**config.mk**
```make
export PLATFORM = sky130hd
export DESIGN_NAME = hash_line_rx
export DESIGN_NICKNAME = d
export VERILOG_FILES = /design/src/rtl/hash_rx_pkg.sv /design/src/rtl/ascii_hex_decode.sv /design/src/rtl/hash_line_rx.sv
export SDC_FILE = /design/constraint.sdc
export NUM_CORES = 1
export LEC_CHECK = 0
export CAP_MARGIN = 20
export CORE_ASPECT_RATIO = 1.2
export CORE_UTILIZATION = 53
export CTS_BUF_LIST = sky130_fd_sc_hd__clkbuf_2
export CTS_CLUSTER_SIZE = 40
export DETAILED_ROUTE_END_ITERATION = 8
export PLACE_DENSITY = 0.87
export SETUP_SLACK_MARGIN = 0.3
export SLEW_MARGIN = 20
export SYNTH_ARGS = -nofsm -noshare
export SYNTH_HDL_FRONTEND = slang
export SYNTH_HIERARCHICAL = 1
export SYNTH_SLANG_ARGS = --single-unit
```
**constraint.sdc**
```tcl
create_clock -name clk -period 2.95 [get_ports clk]
set_input_delay 0.885 -clock clk [delete_from_list [all_inputs] [get_ports clk]]
set_output_delay 0.885 -clock clk [all_outputs]
set_load 0.005 [all_outputs]
```
**src/rtl/hash_rx_pkg.sv**
```systemverilog
// Shared types and constants for the hex hash line receiver.
package hash_rx_pkg;

    typedef enum logic [2:0] {
        S_IDLE,
        S_COLLECT,
        S_WAIT_EOL,
        S_HOLD,
        S_SKIP
    } state_t;

    localparam logic [7:0] CR = 8'h0D;
    localparam logic [7:0] LF = 8'h0A;

    localparam int unsigned NIBBLES_DEFAULT = 32;

endpackage

```
**src/rtl/ascii_hex_decode.sv**
```systemverilog
// Combinational ASCII classifier: hex digit value, end-of-line, or neither.
module ascii_hex_decode
    import hash_rx_pkg::*;
(
    input  logic [7:0] byte_in,
    output logic       is_hex,
    output logic       is_eol,
    output logic [3:0] nib
);

    always_comb begin
        is_hex = 1'b0;
        nib    = '0;
        if (byte_in >= 8'h30 && byte_in <= 8'h39) begin
            is_hex = 1'b1;
            nib    = byte_in[3:0];
        end else if ((byte_in >= 8'h41 && byte_in <= 8'h46) ||
                     (byte_in >= 8'h61 && byte_in <= 8'h66)) begin
            // Letters A-F / a-f have low nibble 1..6, so +9 yields 10..15.
            is_hex = 1'b1;
            nib    = byte_in[3:0] + 4'd9;
        end
    end

    assign is_eol = (byte_in == CR) || (byte_in == LF);

endmodule

```
**src/rtl/hash_line_rx.sv**
```systemverilog
// Parses one line of NIBBLES hex digits terminated by CR/LF into a hash,
// then holds it until the consumer accepts it.
module hash_line_rx
    import hash_rx_pkg::*;
#(
    parameter int unsigned NIBBLES = NIBBLES_DEFAULT
) (
    input  logic                 clk,
    input  logic                 reset_n,
    input  logic                 rx_valid,
    input  logic [7:0]           rx_byte,
    input  logic                 rx_error,
    output logic [4*NIBBLES-1:0] hash_out,
    output logic                 hash_valid,
    input  logic                 hash_ready,
    output logic                 parse_err,
    output logic                 overrun,
    output logic                 busy
);

    localparam logic [5:0] LAST = 6'(NIBBLES);

    logic       is_hex;
    logic       is_eol;
    logic [3:0] nib;

    ascii_hex_decode u_dec (
        .byte_in (rx_byte),
        .is_hex  (is_hex),
        .is_eol  (is_eol),
        .nib     (nib)
    );

    state_t               state_q,      state_d;
    logic [5:0]           cnt_q,        cnt_d;
    logic [4*NIBBLES-1:0] hash_q,       hash_d;
    logic                 hash_valid_q, hash_valid_d;
    logic                 parse_err_q,  parse_err_d;
    logic                 overrun_q,    overrun_d;
    logic                 busy_q,       busy_d;

    always_comb begin
        state_d     = state_q;
        cnt_d       = cnt_q;
        hash_d      = hash_q;
        parse_err_d = 1'b0;
        overrun_d   = 1'b0;

        unique case (state_q)
            S_IDLE: begin
                if (rx_error) begin
                    parse_err_d = 1'b1;
                    state_d     = S_SKIP;
                end else if (rx_valid) begin
                    if (is_hex) begin
                        hash_d      = '0;
                        hash_d[3:0] = nib;
                        cnt_d       = 6'd1;
                        state_d     = S_COLLECT;
                    end else if (!is_eol) begin
                        parse_err_d = 1'b1;
                        state_d     = S_SKIP;
                    end
                end
            end
            S_COLLECT: begin
                if (rx_error) begin
                    parse_err_d = 1'b1;
                    state_d     = S_SKIP;
                end else if (rx_valid) begin
                    if (is_hex) begin
                        hash_d = {hash_q[4*NIBBLES-5:0], nib};
                        cnt_d  = cnt_q + 6'd1;
                        if (cnt_q + 6'd1 == LAST) begin
                            state_d = S_WAIT_EOL;
                        end
                    end else if (is_eol) begin
                        parse_err_d = 1'b1;
                        state_d     = S_IDLE;
                    end else begin
                        parse_err_d = 1'b1;
                        state_d     = S_SKIP;
                    end
                end
            end
            S_WAIT_EOL: begin
                if (rx_error) begin
                    parse_err_d = 1'b1;
                    state_d     = S_SKIP;
                end else if (rx_valid) begin
                    if (is_eol) begin
                        state_d = S_HOLD;
                    end else begin
                        parse_err_d = 1'b1;
                        state_d     = S_SKIP;
                    end
                end
            end
            S_HOLD: begin
                // Bytes cannot be buffered here; they are reported and lost.
                overrun_d = rx_valid | rx_error;
                if (hash_ready) begin
                    state_d = S_IDLE;
                end
            end
            S_SKIP: begin
                if (rx_valid && is_eol) begin
                    state_d = S_IDLE;
                end
            end
            default: begin
                state_d = S_IDLE;
            end
        endcase

        if (state_d == S_IDLE) begin
            cnt_d = '0;
        end
        hash_valid_d = (state_d == S_HOLD);
        busy_d       = (state_d != S_IDLE);
    end

    always_ff @(posedge clk or negedge reset_n) begin
        if (!reset_n) begin
            state_q      <= S_IDLE;
            cnt_q        <= '0;
            hash_q       <= '0;
            hash_valid_q <= 1'b0;
            parse_err_q  <= 1'b0;
            overrun_q    <= 1'b0;
            busy_q       <= 1'b0;
        end else begin
            state_q      <= state_d;
            cnt_q        <= cnt_d;
            hash_q       <= hash_d;
            hash_valid_q <= hash_valid_d;
            parse_err_q  <= parse_err_d;
            overrun_q    <= overrun_d;
            busy_q       <= busy_d;
        end
    end

    assign hash_out   = hash_q;
    assign hash_valid = hash_valid_q;
    assign parse_err  = parse_err_q;
    assign overrun    = overrun_q;
    assign busy       = busy_q;

endmodule

```
* Word level (Yosys, flattened, before mapping)
Cells that the tools add are included.
** Word-level totals
- Flip-flop bits (word level) :: 141
- Logic and storage cells :: 94
** Operators by class
- Add/sub/neg operators :: 2
- $lt $le $gt $ge :: 6
- Equality and inequality tests :: 20
- Multiplexer cells :: 45
- Bitwise logic cells :: 1
- Reduce and logical (&&, ||, !) cells :: 13
** Operators with widths (count)
- $mux 128 :: 6
- $pmux 128 s2 :: 1
- $mux 3 :: 14
- $mux 6 :: 7
- $ne 3x3->1 const B :: 6
- $eq 8x4->1 const B :: 2
- $ge 8x7->1 const B :: 2
- $le 8x7->1 const B :: 2
- $pmux 3 s5 :: 1
- $reduce_and 7->1 :: 2
- $mux 1 :: 12
- $ne 2x2->1 const B :: 6
- $pmux 6 s2 :: 1
- $eq 3x2->1 const B :: 3
- $ge 8x6->1 const B :: 1
- $le 8x6->1 const B :: 1
- $mux 4 :: 2
- $add 6x1->6 const B :: 1
- $eq 6x6->1 const B :: 1
- $logic_not 3->1 :: 2
- $reduce_bool 3->1 :: 2
- $add 4x4->4 const B :: 1
- $logic_and 1x1->1 :: 4
- $eq 3x1->1 const B :: 1
- 5 further kinds :: 6

* Depth between registers and ports, before layout
- Depth in word-level cells :: 12
- Depth in mapped cells :: 13

* Cells and area by module
Netlist, hierarchy kept.
** By module, submodules not included
- hash_line_rx :: instances 1, cells an instance 642, area each 5818.1 sq um
- ascii_hex_decode :: instances 1, cells an instance 27, area each 230.2 sq um

* Worst setup path after synthesis
OpenSTA, ideal clock, no wires.
- Kind :: input -> register
- Start :: input port rx_byte[1]
- End :: register cnt_q[4]
- Setup time :: 151 ps
- Arrival :: 2693 ps
- Required time :: 2799 ps
- Slack :: 106 ps
- Cell stages on the path :: 12
- Path buffers :: 3
- Cells stage by stage :: inv_1 ha_1 nand2b_1 o21a_1 a21o_1 or3b_1 buf_2 or2_1 buf_6 clkbuf_1 a2bb2oi_1 a21oi_1
** Between the ends
- Word-level cells in the longest chain between the ends :: 12
- Elaborated cells on any way between the ends :: 39
- Those cells by class :: order compare (6); eq/ne (8); mux (16); reduce/logical (9)
** RTL lines
- start: declaration :: RTL line hash_line_rx.sv:11 : input logic [7:0] rx_byte,
- $ge 8x7->1 (tied with other cells) :: RTL line ascii_hex_decode.sv:17 : end else if ((byte_in >= 8'h41 && byte_in <= 8'h46) ||
- $logic_and 1x1->1, on equally long branches :: RTL line ascii_hex_decode.sv:17, ascii_hex_decode.sv:18
- $logic_or 1x1->1 :: RTL line ascii_hex_decode.sv:17
- $mux 1 :: RTL line ascii_hex_decode.sv:17
- $mux 1 (*) :: RTL line ascii_hex_decode.sv:14 : if (byte_in >= 8'h30 && byte_in <= 8'h39) begin
- net is_hex :: RTL line hash_line_rx.sv:23 : logic is_hex;
- $mux 3, on equally long branches :: RTL line hash_line_rx.sv:71, hash_line_rx.sv:55
- $mux 3, on equally long branches :: RTL line hash_line_rx.sv:70, hash_line_rx.sv:54
- $mux 3, on equally long branches :: RTL line hash_line_rx.sv:67, hash_line_rx.sv:51
- $pmux 3 s5 :: RTL line hash_line_rx.sv:49 : unique case (state_q)
- $logic_not 3->1 :: RTL line hash_line_rx.sv:116 : if (state_d == S_IDLE) begin
- $ne 3x3->1 (no source line) / $reduce_bool 3->1 (equally long branches)
- $reduce_and 7->1 (no source line)
- end signal: assignment :: RTL line hash_line_rx.sv:134 : cnt_q <= cnt_d;
- end: declaration :: RTL line hash_line_rx.sv:35 : logic [5:0] cnt_q, cnt_d;
Mark *: on every way through the listed nets, which the timed path passes. The rest lies on a longest branch.
A chain may end at the register's enable or synchronous reset.

* Worst setup path after layout
- Start :: input port rx_byte[5]
- End :: register hash_q[8] (netlist: hash_out[8])
** Between the ends
- Word-level cells in the longest chain between the ends :: 7
- Elaborated cells on any way between the ends :: 15
- Those cells by class :: order compare (6); eq/ne (2); mux (2); reduce/logical (5)
** RTL lines
- $ge 8x7->1 (tied with other cells) :: RTL line ascii_hex_decode.sv:17
- $logic_and 1x1->1, on equally long branches :: RTL line ascii_hex_decode.sv:17, ascii_hex_decode.sv:18
- $logic_or 1x1->1 :: RTL line ascii_hex_decode.sv:17
- $mux 1 :: RTL line ascii_hex_decode.sv:17
- $mux 1 (*) :: RTL line ascii_hex_decode.sv:14
- net is_hex :: RTL line hash_line_rx.sv:23
- $ne 2x2->1 (no source line)
- $reduce_and 7->1 (no source line) (*)
- end signal: assignment :: RTL line hash_line_rx.sv:135 : hash_q <= hash_d;
- end: declaration :: RTL line hash_line_rx.sv:36 : logic [4*NIBBLES-1:0] hash_q, hash_d;
Marked as above.

==> flow_summary.json <==
{
  "endpoint": "hash_out[8]",
  "coreArea_um2": 11100,
  "numCtsBuffers": 17,
  "grt_pass1_vias": 5138,
  "p_int_uw": 2380,
  "drive_gt1_share_pct": 12.1,
  "n_fill_cell": 779,
  "grt_max_degree": 90,
  "synth_warnings": 6,
  "io_pins": 145,
  "clockBufferDepth": 2,
  "regArea_um2": 3530,
  "p_comb_share_pct": 3.5,
  "yosys.area.top_type": "dfrtp_1",
  "vias_per_cell": 5.39,
  "final.setup_skew_ps": 31.8,
  "outcome": "finished clean",
  "syn_area_um2": 6050,
  "hold_slack_ps": 513,
  "rows": 42,
  "grt_pass1_wl_mm": 24.6,
  "drtAntennaViolNets": 0,
  "synth_nets": 687,
  "firstDrtPassIters": 5,
  "synthCells": 669,
  "gp_congestion": 0.826,
  "fmax_mhz": 384,
  "relSlewSlack_pct": 41.8,
  "synth_top_area_share_pct": 58.3,
  "rsz0062_at_grt": "no",
  "io_buffers": 144,
  "r2r_slack_ps": 830,
  "synth-seq-cells": 141,
  "required_ps": 3570,
  "cts_tree": "done",
  "crit_path_max_incr_delay_ps": 470,
  "cp_slowest_cell": "clkdlybuf4s50_1",
  "fin_nets": 853,
  "critPathMaxFanout": 6,
  "vias": 5407,
  "path_clk_slew_ps": 210,
  "avgSynthCellArea_um2": 9.04,
  "hp-class": "reg2reg",
  "yosys.cell_types.count": 46,
  "timing.rr.end": "cnt_q[1]",
  "powerDensity_nw_per_um2": 386,
  "track_usage_pct": 26.3,
  "period_needed_ps": 2600,
  "wl_mm": 15.1,
  "async_flop_share_pct": 100,
  "cp-end-kind": "register",
  "arrival_ps": 3230,
  "tightest_slew_ps": 874,
  "yosys-top-cells-area": "dfrtp_1 58%, nand2_1 17%, nand3_1 11%",
  "crit_top_cell": "buf_4",
  "seq_power_share_pct": 60.6,
  "startpoint": "rx_byte[5]",
  "area_growth_pct": 37.0,
  "die_h_um": 119,
  "r2r_start": "state_q[0]",
  "synth_flop_cell": "dfrtp_1",
  "hold_viol_final": 0,
  "antenna_found_initial": 0,
  "dp_hpwl_mm": 10.4,
  "clockPowerShare_pct": 35.9,
  "wl_per_cell_um": 15.1,
  "cts_root_buf": "clkbuf_2",
  "die_w_um": 99.5,
  "leakage_uw": 0.00425,
  "setup_violations": 0,
  "cts_max_level": 4,
  "drv_cap": 0,
  "finalCritPeriodShare_pct": 88.3,
  "clk-insertion-delay-late_ps": 700,
  "crit_chain": "clkdlybuf4s50_1 > and4bb_1 > a21boi_2 > a21o_1 > or3b_4 > buf_4 > nor2_4 > buf_12 > buf_4 > buf_4 > nand3_1 > nand2_1",
  "ir_worst_vdd_uv": 319,
  "swShare_pct": 25.4,
  "design.die.area_um2": 11800,
  "rr_worst_depth": 4,
  "p_switching_uw": 813,
  "synth_edf_count": 0,
  "start_util_pct": 54.5,
  "clkSinkCount": 141,
  "maxSlewViolCount": 0,
  "power_uw": 3200,
  "yosysSeqAreaShare_pct": 58.3,
  "drc": 0,
  "multi_input_area_um2": 2340,
  "grt_overflow": 0,
  "first_iter_violations": 380,
  "critPathKind": "in2reg",
  "cp-start-kind": "primary input"
}
==> logic make-up after synthesis <==
group                    count (synthesis)  synth area share (%)
flip-flops                             141                  58.3
adder cells (fa/ha/maj)                  5                  1.03
AND/OR/NAND/NOR                        429                  31.1
AO/OA/AOI/OAI                           35                  4.51
multiplexers                             5                 0.869
buffers and inverters                   54                  4.16
==> how the worst min path moves through the flow <==
stage                  startpoint       endpoint  slack [ps]  cells after the start
finish              hash_out[124]  hash_out[124]         510                      2
global route        hash_out[124]  hash_out[124]         540                      2
CTS                 hash_out[125]  hash_out[125]         510                      2
detailed placement  hash_out[125]  hash_out[125]         460                      2
global placement    hash_out[126]  hash_out[126]         450                      2
floorplan           hash_out[125]  hash_out[125]         460                      2
==> repair_timing <==
action | in CTS | in global routing
pin swaps | 0 | 6
endpoints found under the hold margin | 10 | 0
resized for setup | 1 | 9
setup endpoints to repair | 2 | 68
cloned | 0 | 0
buffers inserted | 0 | 10
hold buffers | 1 | 0
==> cell usage after synthesis, types with 2 or more instances <==
cell       instances
buf_2             21
o21a_1             2
nor4_1             2
nand2_1          267
o21ai_0            2
nor2_1             8
mux2_2             2
a41oi_1            2
buf_6              3
nor2b_1            6
dfrtp_1          141
mux2i_1            3
a22o_1             2
nand2b_1           2
clkbuf_1          22
a21o_1             2
nor3_1             2
a2bb2oi_1          2
inv_1              7
a22oi_1            2
nor3b_1            2
a21oi_1           12
ha_1               5
nand3_1          127
a32o_1             2
==> per-layer routing <==
| metal | track usage [%] | part of all wire (%) | vias up |
|---|---|---|---|
| li1 | - | - | 2530 |
| met1 | 33.5 | 40 | 2620 |
| met2 | 44.7 | 52 | 232 |
| met3 | 4.99 | 6.1 | 25 |
| met4 | 9.93 | 1.6 | 0 |
| met5 | 0 | 0 | - |
==> final cells by class <==
cell class / instances / area share [%]
Antenna cell: 1 / 0.0302
Clock inverter: 15 / 1.95
Tap cell: 154 / 2.32
Inverter: 8 / 0.393
Sequential cell: 141 / 42.6
Multi-Input combinational cell: 474 / 28.3
Clock buffer: 17 / 1.03
Timing Repair Buffer: 193 / 23.4
==> layout by cell type (no fill, tap or decap), drive strengths merged, types with 6 or more instances in the layout <==
cell             n
buf             49
dfrtp          141
nand2          267
nand3          127
a21oi           12
clkdlybuf4s50  137
nor2             9
clkbuf          17
inv             14
nor2b            6
==> sequential cells by signal, indices dropped and copies added (netlist names) <==
| name | cells |
|---|---|
| hash_out | 128 |
| cnt_q | 6 |
| state_q | 3 |
| busy | 1 |
| hash_valid | 1 |
| overrun | 1 |
| parse_err | 1 |
==> metrics by stage <==
stage	std cells	utilization [%]	setup slack [ps]	setup TNS, ps	cell area (um2)
after floorplan	669	-	164	0	6190
after global placement	959	71.5	-347	-42070	7930
after detailed placement	959	71.5	-455	-55220	7930
after CTS	992	73.8	339	0	8190
after global routing	1002	74.7	296	0	8290
final	1003	74.7	345	0	8290
==> critical path, delay by kind of cell <==
family,cells,cell delay (ps)
and+or+nand+nor,5,970
AOI/OAI and AO/OA,2,300
buffers and inverters,5,1060
==> power groups by stage <==
stage	Combinational, uW	Sequential [uW]	Clock (uW)
2_1_floorplan	26.3	1970	0
3_3_place_gp	106	1970	0
3_5_place_dp	110	1970	0
4_1_cts	112	1940	1170
5_1_grt	124	1940	1250
6_report	112	1940	1150
No activity file was read; power rests on OpenSTA's default activity.
